[src/rtl/conv_window_buffer.sv]
// conv_window_buffer: streaming KxK sliding-window generator.
// Keeps K-1 full-row line buffers plus a KxK shift window. One window is
// emitted per accepted pixel whose window lies entirely inside the frame.
// Optional build macro CONV_WIN_STRIDE2_EN: emit only windows whose top-left
// row and column are both even (stride 2); counters and frame_done unchanged.
module conv_window_buffer #(
    parameter int WIDTH = 8,
    parameter int IMG_W = 28,
    parameter int IMG_H = 28,
    parameter int K     = 3
) (
    input  logic                   clk,
    input  logic                   rst,
    input  logic                   clr,
    input  logic                   din_vld,
    input  logic [WIDTH-1:0]       din,
    output logic [WIDTH*K*K-1:0]   win,
    output logic                   win_vld,
    output logic [7:0]             win_row,
    output logic [7:0]             win_col,
    output logic                   frame_done
);

    localparam int        WW       = WIDTH * K * K;
    localparam int        CW       = (IMG_W > 1) ? $clog2(IMG_W) : 1;
    localparam logic [7:0] COL_LAST = 8'(IMG_W - 1);
    localparam logic [7:0] ROW_LAST = 8'(IMG_H - 1);
    localparam logic [7:0] K_M1     = 8'(K - 1);

    // Position of the next pixel in the frame
    logic [7:0]       row_r;
    logic [7:0]       col_r;

    // Line buffers: index 0 is the oldest row, K-2 the most recent full row
    logic [WIDTH-1:0] lb_r [K-1][IMG_W];

    // Free-running shift window (updated on every accepted beat) and its next value
    logic [WW-1:0]    sh_r;
    logic [WW-1:0]    sh_next_s;

    // Registered outputs
    logic [WW-1:0]    win_r;
    logic             win_vld_r;
    logic [7:0]       win_row_r;
    logic [7:0]       win_col_r;
    logic             frame_done_r;

    logic [CW-1:0]    idx_s;
    logic [WIDTH-1:0] col_vec_s [K];
    logic             accept_s;
    logic             last_s;
    logic             inside_s;
    logic             win_ok_s;
    logic [7:0]       win_row_s;
    logic [7:0]       win_col_s;

    assign win        = win_r;
    assign win_vld    = win_vld_r;
    assign win_row    = win_row_r;
    assign win_col    = win_col_r;
    assign frame_done = frame_done_r;

    // Beat qualification, frame position decode and window-valid gating
    always_comb begin
        idx_s     = col_r[CW-1:0];
        accept_s  = din_vld & ~clr;
        last_s    = (row_r == ROW_LAST) && (col_r == COL_LAST);
        inside_s  = (row_r >= K_M1) && (col_r >= K_M1);
        win_row_s = row_r - K_M1;
        win_col_s = col_r - K_M1;
`ifdef CONV_WIN_STRIDE2_EN
        win_ok_s  = accept_s && inside_s && !win_row_s[0] && !win_col_s[0];
`else
        win_ok_s  = accept_s && inside_s;
`endif
    end

    // New window column: stored rows at the current column, then the incoming pixel
    always_comb begin
        for (int i = 0; i < K; i++) begin
            col_vec_s[i] = {WIDTH{1'b0}};
        end
        for (int i = 0; i < K - 1; i++) begin
            col_vec_s[i] = lb_r[i][idx_s];
        end
        col_vec_s[K-1] = din;
    end

    // Shift every window row left by one column and append the new column at j=K-1
    always_comb begin
        sh_next_s = sh_r;
        for (int i = 0; i < K; i++) begin
            for (int j = 0; j < K - 1; j++) begin
                sh_next_s[WIDTH*(i*K+j) +: WIDTH] = sh_r[WIDTH*(i*K+j+1) +: WIDTH];
            end
            sh_next_s[WIDTH*(i*K+K-1) +: WIDTH] = col_vec_s[i];
        end
    end

    // Line buffer column update: rows age by one, the incoming pixel enters the newest row
    always_ff @(posedge clk) begin
        if (rst && accept_s) begin
            for (int k = 0; k < K - 2; k++) begin
                lb_r[k][idx_s] <= lb_r[k+1][idx_s];
            end
            lb_r[K-2][idx_s] <= din;
        end
    end

    // Position counters, shift window and registered outputs
    always_ff @(posedge clk) begin
        if (!rst) begin
            row_r        <= 8'd0;
            col_r        <= 8'd0;
            sh_r         <= {WW{1'b0}};
            win_r        <= {WW{1'b0}};
            win_vld_r    <= 1'b0;
            win_row_r    <= 8'd0;
            win_col_r    <= 8'd0;
            frame_done_r <= 1'b0;
        end else if (clr) begin
            row_r        <= 8'd0;
            col_r        <= 8'd0;
            win_vld_r    <= 1'b0;
            frame_done_r <= 1'b0;
        end else begin
            win_vld_r    <= win_ok_s;
            frame_done_r <= accept_s && last_s;
            if (accept_s) begin
                sh_r <= sh_next_s;
                if (col_r == COL_LAST) begin
                    col_r <= 8'd0;
                    row_r <= (row_r == ROW_LAST) ? 8'd0 : row_r + 8'd1;
                end else begin
                    col_r <= col_r + 8'd1;
                end
            end
            if (win_ok_s) begin
                win_r     <= sh_next_s;
                win_row_r <= win_row_s;
                win_col_r <= win_col_s;
            end
        end
    end

endmodule

[config.mk]
export PLATFORM = sky130hd
export DESIGN_NAME = conv_window_buffer
export DESIGN_NICKNAME = d
export VERILOG_FILES = /design/src/rtl/conv_window_buffer.sv
export SDC_FILE = /design/constraint.sdc
export NUM_CORES = 1
export LEC_CHECK = 0
export BUFFER_PORTS_ARGS = -buffer_cell sky130_fd_sc_hd__buf_2
export CORE_MARGIN = 2
export CORE_UTILIZATION = 61
export CTS_CLUSTER_DIAMETER = 200
export DETAILED_ROUTE_END_ITERATION = 8
export PLACE_DENSITY = 0.79
export RECOVER_POWER = 100
export SLEW_MARGIN = 20
export SYNTH_ARGS = -nofsm -noshare
export SYNTH_HDL_FRONTEND = slang
export SYNTH_SLANG_ARGS = --single-unit
[constraint.sdc]
create_clock -name clk -period 3.3 [get_ports clk]
set_input_delay 0.495 -clock clk [delete_from_list [all_inputs] [get_ports clk]]
set_output_delay 0.495 -clock clk [all_outputs]
set_load 0.03 [all_outputs]
==> results.toml, run 1 <==
[timing]
rsz0062_at_grt = "false"
setup_viol = 0
finalClockSkew_ns = 0.0230
max_slew.worst_pin.slew_ns = 1.62
slew_headroom = -0.0821
min_period_ns = 3.17
fin_crit_sh = 0.961
fmax_mhz = 315
hold_viol_final = 0
tns_ns = 0
slew_viol_final = 62

[place]
port_buffers = 101
gp_congestion = 0.945
hpwl_um = 37200
dpl.cell_count = 2202

[layout]
instances_no_fill = 2302
drive_gt1_frac = 0.104
nets = 1770
syn_to_final_growth_pct = 12.5

[global_route]
grt_first_pass_wirelength_um = 86000
grt_overflow_total = 0
grtUsageTotal = 0.302
grt_pass1_vias = 13756
grt_max_degree = 106
antenna_found_initial = 2

[critical_path]
cp-start-kind = "register"
path_class = "register to register"
timing.rr.start = "col_r[0]"
worst_setup_path_end_kind = "register"
ff2ff_path_depth = 7
crit_required_ns = 3.76
critPathLaunch = "col_r[0]"
crit_fanout = 25
crit_arrival_ns = 3.63

[route]
routed_wl_um = 58500
vias_per_cell = 6.29
detail_route.wl_per_cell_um = 25.4
drtAntennaViolNets = 0
vias = 14483
route.detailed.drc = 0
drt_iter0_markers = 1552
drt_pass1_iterations = 5

[clocking]
cts-buffers-inserted = 55
cts_sinks = 602
post-cts-setup-buffer-count = 0
path_clk_slew_ns = 0.07
cts-root-buf = "clkbuf_16"
ctsHoldBuffers = 0
cts_tree = "done"
clock_path_buffers = 3
worstSkewPairLatency_ns = 0.62
cts_resized = 0
cts_max_level = 2

[power]
power_frac_comb = 0.021
seqPwrFrac = 0.560
p_leak_nw = 8.07
total_power_mw = 14.6
p_clk_frac = 0.419
switching_share = 0.200
vdd_ir_drop_max_mv = 0.444
power_density_nw_per_um2 = 562
p_int_mw = 11.7
switching_power_mw = 2.93

[synth]
synth.area.top_cells = "edfxtp_1, dfxtp_1, mux2i_1, mux4_2, nand2_1"
synth_top_cell_area_share = 0.582
synth_compound_area_frac = 0.0685
synth_top_family_by_area = "multiplexers"
synth_fa_ha_area_frac = 0.00542
synth_top_area_cell = "edfxtp_1"
ys.flop_type = "edfxtp_1"
synthXorXnorAreaFrac = 0.00796
synthDistinctLibCells = 50
avgSynthCellArea_um2 = 14.6
syn_inst = 1585
ys_ff_latch = 602
syn_nets = 1607
synth_mux_area_frac = 0.103
yosysMostFrequentCell = "edfxtp_1"
ys_async_sr_fraction = 0
synth-edff-count = 448
ys_seq_area_frac = 0.716
mappedNetlistArea_um2 = 23100
synth_warnings = 0
synthSimpleGateAreaFrac = 0.0771
synth_common_cells = "edfxtp_1, nand2_1, dfxtp_1, mux2i_1, a21oi_1"

[outcome]
outcome = "complete, but fails checks"
violations = "max-capacitance violations, max-slew violations"

[floorplanning]
start_util = 0.616
ios = 102
die_area_um2 = 39400
row_count = 71
die_h_um = 199
coreArea_um2 = 37500
die-width_um = 199

[flow_run]
cap_viol_max_count = 2

[min_path]
hold_path_depth = 3
hp-class = "primary input to register"
worstHoldStart = "clr"
## through the flow
stage                      util  hold WS, ns  area (µm²)  worst slack (ns)
after floorplan               -        0.432       23100             0.778
after global placement    0.657        0.439       24600            -0.142
after detailed placement  0.657        0.443       24600             0.256
after CTS                 0.703        0.370       26400             0.236
after global routing      0.693        0.427       26000           0.00273
final                     0.693        0.384       26000             0.128
## power groups by stage
stage	Clock (mW)	Combinational [mW]	Sequential, mW
floorplan	0	0.172	8.32
global placement	0	0.292	8.33
detailed placement	0	0.303	8.34
CTS	6.18	0.305	8.17
global route	6.47	0.327	8.18
finish	6.12	0.304	8.18
## cell usage in the layout (no fill, tap or decap), types with 9 or more instances in the layout
| cell | count |
|---|---|
| a211oi_1 | 11 |
| a21oi_1 | 124 |
| a22o_1 | 10 |
| a22oi_1 | 53 |
| a31oi_1 | 10 |
| buf_4 | 31 |
| clkbuf_1 | 168 |
| clkbuf_16 | 55 |
| clkbuf_2 | 13 |
| dfxtp_1 | 152 |
| edfxtp_1 | 448 |
| ha_1 | 10 |
| inv_1 | 14 |
| mux2i_1 | 136 |
| mux4_2 | 45 |
| nand2_1 | 226 |
| nand3_1 | 34 |
| nor2_1 | 70 |
| nor2b_1 | 11 |
| nor3_1 | 9 |
| o21ai_0 | 34 |
| xnor2_1 | 13 |
## metal layers
metal | GRT usage | part of all wire
met2 | 0.472 | 0.46
met5 | 0 | 0
met3 | 0.0653 | 0.11
met1 | 0.411 | 0.38
met4 | 0.134 | 0.046
## final cells by class
type / count / area (µm²)
multi-input cells: 872 / 6040
inverters: 14 / 53.8
clock inverters: 19 / 194
well taps: 511 / 639
fillers: 2547 / 11500
repair buffers: 203 / 986
clock buffers: 80 / 1530
flip-flops and latches: 602 / 16500
diodes: 1 / 2.50
## sequential cells by signal (all words and copies together) (netlist names)
register	flops
col_r	8
row_r	8
sh_r	48
win_col	8
win_row	8
frame_done	1
lb_r	448
win_vld	1
win	72
## final timing paths
kind	endpoint	slack, ns
setup reg to reg	win[21]	0.13
setup / recovery	win[21]	0.13
hold reg to reg	win[49]	0.45
hold / removal	col_r[1]	0.38
## kinds of logic after synthesis
logic type,after synthesis
DFF,602
and+or+nand+nor,403
AOI/OAI and AO/OA,257
muxes,181
buffers and inverters,111
xor gates and xnor gates,21
adders and majority gates,10
## worst max-delay path, cell delays in order, from the launching register on
cell and delay (ns):
dfxtp_4 0.65, buf_4 0.41, mux4_2 0.60, nand2_1 0.10
nand2_1 0.05, a2111oi_0 0.81, clkbuf_2 0.30, a21oi_1 0.08
Power figures use the tool's default switching activity.
==> run 2, diff against run 1 <==
- CORE_UTILIZATION: 61 -> 54
- GPL_ROUTABILITY_DRIVEN: default -> 0
- PLACE_DENSITY: 0.79 -> 0.71
==> results.toml, run 2 (same netlist as run 1, synthesis figures left out) <==
[global_route]
grt_max_degree = 106
grt_pass1_vias = 13504
antenna_found_initial = 1
grt_overflow_total = 0
grt_first_pass_wirelength_um = 84900
grtUsageTotal = 0.262

[critical_path]
worst_setup_path_end_kind = "register"
critPathLaunch = "col_r[2]"
crit_required_ns = 3.51
timing.rr.start = "col_r[2]"
cp-start-kind = "register"
reg2reg_slack_ns = 0.25
crit_arrival_ns = 3.26
path_class = "register to register"
crit_fanout = 11

[clocking]
clock_path_buffers = 3
worstSkewPairLatency_ns = 0.61
ctsHoldBuffers = 0
cts_sinks = 602
cts_tree = "done"
cts_resized = 0
cts-buffers-inserted = 57
path_clk_slew_ns = 0.06
cts-root-buf = "clkbuf_16"
post-cts-setup-buffer-count = 0
cts_max_level = 2

[layout]
final_common_cell = "edfxtp_1"
top_register = "lb_r"
fillers = 3129
syn_to_final_growth_pct = 13.7
drive_gt1_frac = 0.117
n_antenna_cell = 0
nets = 1764
mostFrequentLayoutCells = "edfxtp_1, nand2_1, dfxtp_1"
largest_reg_flops = 448
instances_no_fill = 2328

[timing]
rsz0062_at_grt = "false"
slew_headroom = -0.0224
hold_viol_final = 0
setup_viol = 0
fmax_mhz = 328
fin_crit_sh = 0.923
max_slew.worst_pin.slew_ns = 1.53
tns_ns = 0
min_period_ns = 3.05
slew_viol_final = 62
finalClockSkew_ns = 0.0262

[route]
drt_iter0_markers = 1658
detail_route.wl_per_cell_um = 24.7
vias_per_cell = 6.00
vias = 13974
drtAntennaViolNets = 0
drt_pass1_iterations = 5
route.detailed.drc = 0
routed_wl_um = 57500

[power]
power_density_nw_per_um2 = 580
vdd_ir_drop_max_mv = 0.466
p_leak_nw = 8.20

[flow_run]
cap_viol_max_count = 2

[place]
dpl.cell_count = 2222
port_buffers = 101
hpwl_um = 36100

[floorplanning]
die_area_um2 = 44400
ios = 102
coreArea_um2 = 42000
start_util = 0.549
die_h_um = 211
row_count = 75
die-width_um = 211

[min_path]
worstHoldStart = "clr"
hp-class = "primary input to register"

[outcome]
violations = "max-capacitance violations, max-slew violations"
outcome = "complete, but fails checks"
## run 2: report_power, final
group          switching, mW  internal (mW)
Clock                   2.72           4.03
Combinational          0.221         0.0801
Sequential            0.0297           8.15
## run 2: worst paths after layout
| kind | end | cells after the start |
|---|---|---|
| max | lb_r[0][261] | 7 |
| min | col_r[1] | 3 |
| max reg2reg | lb_r[0][261] | 7 |
| min reg2reg | sh_r[34] | 2 |
## run 2: cell type report
| cell class | count | area, µm² | share of cell area |
|---|---|---|---|
| clock buffer | 70 | 1520 | 0.0577 |
| clock inverter | 36 | 435 | 0.0166 |
| inverter | 14 | 53.8 | 0.00205 |
| multi-input combinational | 872 | 6040 | 0.230 |
| sequential | 602 | 16500 | 0.630 |
| tap | 539 | 674 | 0.0257 |
| timing repair buffer | 195 | 1000 | 0.0381 |
## run 2: worst max-delay path, stage by stage, from the launching register on
cell and delay (ns):
dfxtp_1 0.59, clkbuf_1 0.45, inv_1 0.11, nor2_1 0.22
buf_4 0.23, nand2_1 0.12, nor2_1 0.17, clkbuf_1 0.73
## run 2: metrics by stage
stage	utilization	hold WS, ns	cell area (µm²)	worst slack (ns)	power (mW)
6_report	0.625	0.406	26300	0.255	15.2
5_1_grt	0.625	0.402	26300	0.0864	15.7
4_1_cts	0.634	0.355	26700	0.376	15.3
3_5_place_dp	0.588	0.443	24700	0.378	8.64
3_3_place_gp	0.588	0.438	24700	0.428	8.64
2_1_floorplan	-	0.432	23100	0.778	8.49
## run 2: layer usage
layer | wire, µm | GRT usage
met2 | 27200 | 0.421
met1 | 22700 | 0.354
met5 | 0 | 0
met3 | 5880 | 0.0632
met4 | 1790 | 0.0833
==> run 3, diff against run 2 <==
- REMOVE_ABC_BUFFERS: default -> 1
==> results.toml, run 3 (same netlist as run 1, synthesis figures left out) <==
[power]
vdd_ir_drop_max_mv = 0.423
switching_share = 0.201
switching_power_mw = 2.98
power_density_nw_per_um2 = 564
p_leak_nw = 8.20
p_clk_frac = 0.426
p_int_mw = 11.8
seqPwrFrac = 0.553
power_frac_comb = 0.021

[outcome]
violations = "max-capacitance violations, max-slew violations"
outcome = "complete, but fails checks"

[critical_path]
path_class = "register to register"
slowest_delay_ns = 0.83
cpLargestDelayFamily = "simple AND/OR/NAND/NOR gates"
cp_slowest_cell = "dfxtp_4"
worst_setup_path_end_kind = "register"
crit_required_ns = 3.58
crit_path_end = "lb_r[0][64]"
critPathLaunch = "col_r[1]"
reg2reg_slack_ns = 0.14
cp-start-kind = "register"
worstSetupPathDepth = 7
crit_fanout = 41
ff2ff_path_depth = 7
rr_endpoint = "lb_r[0][64]"
crit_buf_inv = 3
crit_arrival_ns = 3.44
crit_chain = "buf_4 > mux2i_1 > nand2_1 > and3_1 > nor3_1 > inv_1 > clkbuf_4"
timing.rr.start = "col_r[1]"

[layout]
syn_to_final_growth_pct = 13.4
n_antenna_cell = 0
drive_gt1_frac = 0.116
final_cell_area_um2 = 26200
top_register = "lb_r"
nets = 1783
largest_reg_flops = 448
instances_no_fill = 2347
mostFrequentLayoutCells = "edfxtp_1, nand2_1, dfxtp_1"
fillers = 3148
final_common_cell = "edfxtp_1"

[route]
vias = 14142
drt_iter0_markers = 1730
route.detailed.drc = 0
drtAntennaViolNets = 0
drt_pass1_iterations = 6
routed_wl_um = 56500
vias_per_cell = 6.03
detail_route.wl_per_cell_um = 24.1

[clocking]
cts_resized = 0
worstSkewPairLatency_ns = 0.62
ctsHoldBuffers = 0
cts_max_level = 2
cts-buffers-inserted = 55
cts-root-buf = "clkbuf_16"
cts_sinks = 602
cts_tree = "done"
clock_path_buffers = 3
path_clk_slew_ns = 0.06

[global_route]
grt_pass1_vias = 13548
grt_max_degree = 115
grtUsageTotal = 0.254
grt_overflow_total = 0
grt_first_pass_wirelength_um = 83700
antenna_found_initial = 1

[floorplanning]
start_util = 0.549
die_h_um = 211
coreArea_um2 = 42000
die_area_um2 = 44400
die-width_um = 211
row_count = 75
ios = 102

[timing]
min_period_ns = 3.16
finalClockSkew_ns = 0.0276
tns_ns = 0
fin_crit_sh = 0.958
setup_viol = 0
slew_viol_final = 124
max_slew.worst_pin.slew_ns = 1.97
fmax_mhz = 316
rsz0062_at_grt = "false"
slew_headroom = -0.311
hold_viol_final = 0

[min_path]
worstHoldStart = "clr"
hold_path_depth = 3
hp-class = "primary input to register"

[place]
port_buffers = 101
dpl.cell_count = 2242
place_area_um2 = 24800
hpwl_um = 36300

[flow_run]
cap_viol_max_count = 4
==> run 3: worst min path at each step <==
| stage | to | slack [ns] |
|---|---|---|
| global route | col_r[1] | 0.38 |
| floorplan | win[0] | 0.43 |
| global placement | win[52] | 0.44 |
| CTS | col_r[1] | 0.35 |
| finish | col_r[1] | 0.33 |
| detailed placement | win[58] | 0.44 |
==> run 3: layout make-up <==
type                       count  area [µm²]  share of cell area
clock buffer                  66        1510              0.0576
clock inverter                38         284              0.0108
inverter                      14        53.8             0.00205
multi-input combinational    872        6040               0.231
sequential                   602       16500               0.631
tap                          539         674              0.0257
timing repair buffer         216        1100              0.0419
==> run 3: power by group through the flow <==
stage                     Clock (mW)  Sequential (mW)  Combinational [mW]
after floorplan                    0             8.34               0.153
after global placement             0             8.33               0.298
after detailed placement           0             8.34               0.309
after CTS                       6.36             8.17               0.310
after global routing            6.65             8.17               0.340
final                           6.28             8.17               0.312
==> run 3: timing repair <==
item                                   CTS  global route
setup endpoints to repair                0            28
setup buffers                            0             1
endpoints found under the hold margin    0             0
==> run 3: per-stage QoR <==
step	hold WS, ns	power, mW	utilization	setup slack (ns)
6_report	0.333	14.8	0.623	0.140
4_1_cts	0.348	14.8	0.631	0.142
3_3_place_gp	0.438	8.63	0.589	0.275
5_1_grt	0.381	15.2	0.623	0.0370
2_1_floorplan	0.432	8.49	-	-5.70
3_5_place_dp	0.443	8.65	0.589	0.186
==> run 3: worst min-delay path, stage by stage <==
cell and delay [ns]:
buf_2 0.12, nand2b_1 0.24, a21oi_1 0.06
==> run 3: per-layer routing <==
layer | vias to the layer above | GRT usage | part of all wire
met2 | 714 | 0.410 | 0.47
met1 | 7033 | 0.340 | 0.40
met4 | 0 | 0.0840 | 0.029
met3 | 107 | 0.0633 | 0.10
met5 | - | 0 | 0
li1 | 6288 | - | -
